===== src/rtl/ob_table_cnt_acc.sv =====
// ob_table_cnt_acc: count accumulator fed by an upstream CSA tree.
// Beats arrive as save/carry word pairs and are folded into a redundant
// accumulator with a 4:2 compressor, so there is no carry-propagate add per beat.
// After the last beat, the redundant pair is resolved by two half-width
// adds over two cycles. The count is then held until the consumer takes it.
//
// Ports:
//   clk, rst          clock, synchronous active-high reset
//   in_vld/in_rdy     beat handshake; in_sop/in_eop mark the first/last beat
//   in_s, in_c        save and carry words (carry already bit-aligned)
//   out_vld/out_rdy   result handshake
//   out_cnt           resolved count modulo 2^W
//   out_ovf           true sum reached or exceeded 2^W
module ob_table_cnt_acc #(
  parameter int unsigned W = 32
) (
  input  logic         clk,
  input  logic         rst,
  input  logic         in_vld,
  input  logic         in_sop,
  input  logic         in_eop,
  input  logic [W-1:0] in_s,
  input  logic [W-1:0] in_c,
  output logic         in_rdy,
  output logic         out_vld,
  input  logic         out_rdy,
  output logic [W-1:0] out_cnt,
  output logic         out_ovf
);

  localparam int unsigned H = W / 2;

  typedef enum logic [2:0] {StIdle, StAcc, StResLo, StResHi, StOut} state_e;

  state_e state_q, state_d;

  logic [W-1:0] acc_s_q, acc_s_d;
  logic [W-1:0] acc_c_q, acc_c_d;
  logic         ovf_q, ovf_d;
  logic [H-1:0] res_lo_q, res_lo_d;
  logic         cy_q, cy_d;
  logic [W-1:0] out_cnt_q, out_cnt_d;
  logic         out_ovf_q, out_ovf_d;

  logic         beat_acc;
  logic [W-1:0] base_s, base_c;
  logic         base_ovf;
  logic [W-1:0] l1_s, l1_m, l1_c;
  logic [W-1:0] l2_s, l2_m, l2_c;
  logic [H:0]   lo_sum, hi_sum;

  // A beat is folded in only when it starts a count or continues one;
  // a non-sop beat in IDLE is consumed and dropped.
  assign beat_acc = in_vld && in_rdy && (in_sop || (state_q == StAcc));

  // State register.
  always_ff @(posedge clk) begin
    if (rst) begin
      state_q   <= StIdle;
      acc_s_q   <= '0;
      acc_c_q   <= '0;
      ovf_q     <= 1'b0;
      res_lo_q  <= '0;
      cy_q      <= 1'b0;
      out_cnt_q <= '0;
      out_ovf_q <= 1'b0;
    end else begin
      state_q   <= state_d;
      acc_s_q   <= acc_s_d;
      acc_c_q   <= acc_c_d;
      ovf_q     <= ovf_d;
      res_lo_q  <= res_lo_d;
      cy_q      <= cy_d;
      out_cnt_q <= out_cnt_d;
      out_ovf_q <= out_ovf_d;
    end
  end

  // Next-state logic.
  always_comb begin
    state_d = state_q;
    unique case (state_q)
      StIdle: begin
        if (in_vld && in_sop) state_d = in_eop ? StResLo : StAcc;
      end
      StAcc: begin
        if (in_vld && in_eop) state_d = StResLo;
      end
      StResLo: state_d = StResHi;
      StResHi: state_d = StOut;
      StOut: begin
        if (out_rdy) state_d = StIdle;
      end
      default: state_d = StIdle;
    endcase
  end

  // Output logic.
  always_comb begin
    in_rdy  = 1'b0;
    out_vld = 1'b0;
    unique case (state_q)
      StIdle, StAcc: in_rdy = 1'b1;
      StOut:         out_vld = 1'b1;
      default: ;
    endcase
  end

  assign out_cnt = out_cnt_q;
  assign out_ovf = out_ovf_q;

  // Datapath: 4:2 compression as two 3:2 layers. Any carry out of the top
  // bit is worth 2^W, so it is folded into the sticky overflow flag.
  always_comb begin
    base_s   = in_sop ? '0 : acc_s_q;
    base_c   = in_sop ? '0 : acc_c_q;
    base_ovf = in_sop ? 1'b0 : ovf_q;

    l1_s = base_s ^ base_c ^ in_s;
    l1_m = (base_s & base_c) | (base_s & in_s) | (base_c & in_s);
    l1_c = {l1_m[W-2:0], 1'b0};

    l2_s = l1_s ^ l1_c ^ in_c;
    l2_m = (l1_s & l1_c) | (l1_s & in_c) | (l1_c & in_c);
    l2_c = {l2_m[W-2:0], 1'b0};

    lo_sum = {1'b0, acc_s_q[H-1:0]} + {1'b0, acc_c_q[H-1:0]};
    hi_sum = {1'b0, acc_s_q[W-1:H]} + {1'b0, acc_c_q[W-1:H]} + {{H{1'b0}}, cy_q};
  end

  // Datapath register updates.
  always_comb begin
    acc_s_d   = acc_s_q;
    acc_c_d   = acc_c_q;
    ovf_d     = ovf_q;
    res_lo_d  = res_lo_q;
    cy_d      = cy_q;
    out_cnt_d = out_cnt_q;
    out_ovf_d = out_ovf_q;

    if (beat_acc) begin
      acc_s_d = l2_s;
      acc_c_d = l2_c;
      ovf_d   = base_ovf | l1_m[W-1] | l2_m[W-1];
    end

    if (state_q == StResLo) begin
      res_lo_d = lo_sum[H-1:0];
      cy_d     = lo_sum[H];
    end

    if (state_q == StResHi) begin
      out_cnt_d = {hi_sum[H-1:0], res_lo_q};
      out_ovf_d = ovf_q | hi_sum[H];
      ovf_d     = ovf_q | hi_sum[H];
    end
  end

endmodule


===== config.mk =====
export PLATFORM = sky130hd
export DESIGN_NAME = ob_table_cnt_acc
export DESIGN_NICKNAME = d
export VERILOG_FILES = /design/src/rtl/ob_table_cnt_acc.sv
export SDC_FILE = /design/constraint.sdc
export NUM_CORES = 1
export LEC_CHECK = 0
export CAP_MARGIN = 10
export CORE_ASPECT_RATIO = 0.9
export CORE_MARGIN = 10
export CORE_UTILIZATION = 60
export DETAILED_ROUTE_END_ITERATION = 10
export GPL_TIMING_DRIVEN = 0
export MAX_ROUTING_LAYER = met4
export PLACE_DENSITY = 0.92
export RECOVER_POWER = 50
export SLEW_MARGIN = 10
export SYNTH_ARGS = -nofsm -noshare
export SYNTH_HDL_FRONTEND = slang
export SYNTH_SLANG_ARGS = --single-unit
export TNS_END_PERCENT = 10

===== constraint.sdc =====
create_clock -name clk -period 4.4 [get_ports clk]
set_input_delay 1.1 -clock clk [delete_from_list [all_inputs] [get_ports clk]]
set_output_delay 1.1 -clock clk [all_outputs]
set_load 0.02 [all_outputs]

==> metrics.txt <==
Synth area leader=dfxtp_1; Cell Area, Synth=7590 µm²; Post-Synthesis Cells=926; Reg power frac=36.7%; clk_skew=7.18 ps; vias per cell=5.88; Placed Instances=1189; Pre-antenna DRT Iters=10; Die W=139 µm; vias in the first global route=7013; Critical path origin=in_sop; Post-CTS Setup Inserts=0; initial antenna violation count=1; I/O pin cnt=105; hold_buf cts=0; Die ar.=17600 µm²; max_cap viols=0; WP depth=7; core footprint=12200 µm²; fmax=266 MHz; root buffer cell=clkbuf_16; Hold WS=452 ps; met3 usage=6.49%; Fin. Hold Viols=0; routability congestion estimate=0.961; clk sinks=117; RR Startpoint=acc_c_q[1]; Worst EP required=4730 ps; GRT busiest layer=met2; setup TNS=0 ps; register bit count reported by yosys=117; routed wire length=22.0 mm; Period Utilization, post-route=85.5%; fraction of layout instances using a drive strength above 1=4.90%; WL/cell=18.0 µm; unique cell type count in the Yosys netlist=56; Main synth FF type=dfxtp_1; cts bufs inserted=17; failing checks=design-rule violations; combinational share of power=18.3%; minimum clock period=3760 ps; highest-delay cell along the critical path=dlygate4sd3_1; Buf/Inv on CP=3; status=finished with violations; total gr overflow=0; switch share=29.1%; CTS tree=built; maximum clock path buffer count=2; top-area cell type share of the netlist area=30.9%; Critical Path Sink=acc_s_q[1]; nets=1215; pin count of the biggest net entering global routing=17; cell family with most CP delay=buffers and inverters; Area contributors post-synth=dfxtp_1 (31%), fa_1 (17%), nand2_1 (9.8%); post-place setup slack=364 ps; final setup fails=0; worst slew pin tran=1040 ps; PnR worst setup slack=640 ps; Worst Hold Class=reg2reg; Area growth syn-to-layout=24.0%; CP Cell Sequence=dlygate4sd3_1, clkbuf_1, clkbuf_1, nand2b_1, fa_1, fa_1, a211oi_1; final slew viol count=0; Post-CTS Resized=0; first-pass GRT wire length=35.4 mm; met1 Track Usage GR=31.1%; P_int=2.24 mW; Critical Path Max Stage Delay=600 ps; WS Path Type=in2reg; Remaining DRCs=1; CP max FO=10; gr usage total=25.1%; Worst-path clk slew=60 ps; Net Sw Power=0.920 mW; row count=38; total power=3.16 mW; Pwr Density=336 nW/µm²; DP HPWL=16.2 mm; H-tree depth=4; Slew headroom=30.5%; r2r setup slk=1830 ps; fraction of registers with async set/reset=0%; Synth warnings=0; First DRT Iteration DRCs=952; final std cells w/o fill=1222; syn_area_per_cell=8.20 µm²; R2R Path End=res_lo_q[15]; leakage=4.07 nW; worst-skew pair later-pin latency=420 ps; PortBufs=103; crit path DAT=4090 ps; CP Capture Type=flip-flop; share of total power in the clock network=45.1%; FF-to-FF path depth=9; Post-synth EDFFs=0; Synth Net Count=1093; vias=7191; Worst VDD drop=0.249 mV; sequential fraction of the synthesis area=30.9%; Worst setup SP type=input port; Die Y-Extent=127 µm; antenna-violating nets left=0; RSZ-0062 raised after global routing=no; grt met2 use=38.5%; Initial Util=62.1%
==> registers in the layout, summed over array words and instances, names as in the netlist <==
| name | count |
|---|---|
| acc_c_q | 31 |
| acc_s_q | 32 |
| cy_q | 1 |
| out_cnt | 32 |
| out_ovf | 1 |
| ovf_q | 1 |
| res_lo_q | 16 |
| state_q | 3 |
==> synth_stat cells, types with 2 or more instances <==
library cell  count
nor4b_1          10
o211ai_1          2
mux2i_1           3
a2111o_1          2
a21oi_1         109
nor2b_1           6
and3_1            3
or2_2             2
ha_1             32
nor2_1           28
nor3_1           12
nand2b_1         66
a21o_1            9
or2_1             2
buf_2            13
a211oi_1         15
nand2_1         199
or3_1             3
o21a_1            3
clkbuf_1         33
inv_1           101
nand4_1           2
nor4_1            2
o21ai_0          17
a31oi_1           8
fa_1             65
nand3_1          13
o22ai_1           6
or4_1             2
nor3b_1           2
dfxtp_1         117
xnor2_1           6
xor2_1           10
==> worst min-delay path: stages (launching register included) <==
cell and delay, ps:
dfxtp_1 300, nand2_1 50, a21oi_1 50
==> cell families after synthesis <==
kind of cell	count (synthesis)	share of synthesized area, %
adders and majority gates	97	22.4
xor gates and xnor gates	16	1.85
DFF	117	30.9
AOI/OAI and AO/OA	188	14.9
buffers and inverters	149	7.58
and+or+nand+nor	356	22.0
muxes	3	0.396
==> cells in the final DEF (no fill, tap or decap), types with 3 or more instances in the layout <==
cell type,count
bufinv_16,3
clkdlybuf4s50_1,72
xnor2_1,6
mux2i_1,3
o21a_1,3
nor3_1,12
a31oi_1,8
nand3_1,13
nor2_1,28
dfxtp_1,117
nor2b_1,6
a21o_1,9
buf_2,13
nand2b_1,66
o21ai_0,17
o22ai_1,6
clkbuf_1,35
clkbuf_16,17
ha_1,32
a211oi_1,15
xor2_1,10
and3_1,3
clkinv_4,5
nor4b_1,10
dlygate4sd3_1,31
fa_1,65
a21oi_1,110
nand2_1,199
or3_1,3
inv_1,101
==> per-stage QoR <==
stage	area (µm²)	utilization, %
after floorplan	7590	-
after detailed placement	8820	72.2
after global routing	9410	77.0
after global placement	8820	72.2
after CTS	9430	77.1
final	9410	77.0
==> worst min path at each step <==
| stage | start | to | slack (ps) | cells past startpoint |
|---|---|---|---|---|
| 4_1_cts | res_lo_q[5] | res_lo_q[5] | 460 | 2 |
| 2_1_floorplan | res_lo_q[12] | out_cnt[12] | 430 | 2 |
| 3_3_place_gp | res_lo_q[5] | res_lo_q[5] | 440 | 2 |
| 3_5_place_dp | res_lo_q[0] | out_cnt[0] | 450 | 2 |
| 5_1_grt | res_lo_q[1] | out_cnt[1] | 470 | 2 |
| 6_report | out_cnt[22] | out_cnt[22] | 450 | 2 |
==> metal layers <==
metal	up-vias	share of wire, %
met5	-	0
met4	0	3.0
met3	71	11
met2	431	46
met1	3427	40
li1	3262	-
==> layout make-up <==
type | count | area [µm²]
Tap cell | 160 | 200
Antenna cell | 1 | 2.50
Sequential cell | 117 | 2340
Timing Repair Buffer | 103 | 1030
Clock buffer | 18 | 429
Clock inverter | 14 | 176
Buffer | 47 | 193
Fill cell | 838 | 2810
Multi-Input combinational cell | 660 | 4660
Inverter | 102 | 383
==> power by group through the flow <==
stage	sequential [mW]	combinational, mW	clock [mW]
finish	1.16	0.578	1.43
global route	1.17	0.635	1.47
CTS	1.16	0.568	1.42
detailed placement	1.18	0.550	0
global placement	1.18	0.530	0
floorplan	1.17	0.350	0
(Power assumes the default switching activity.)
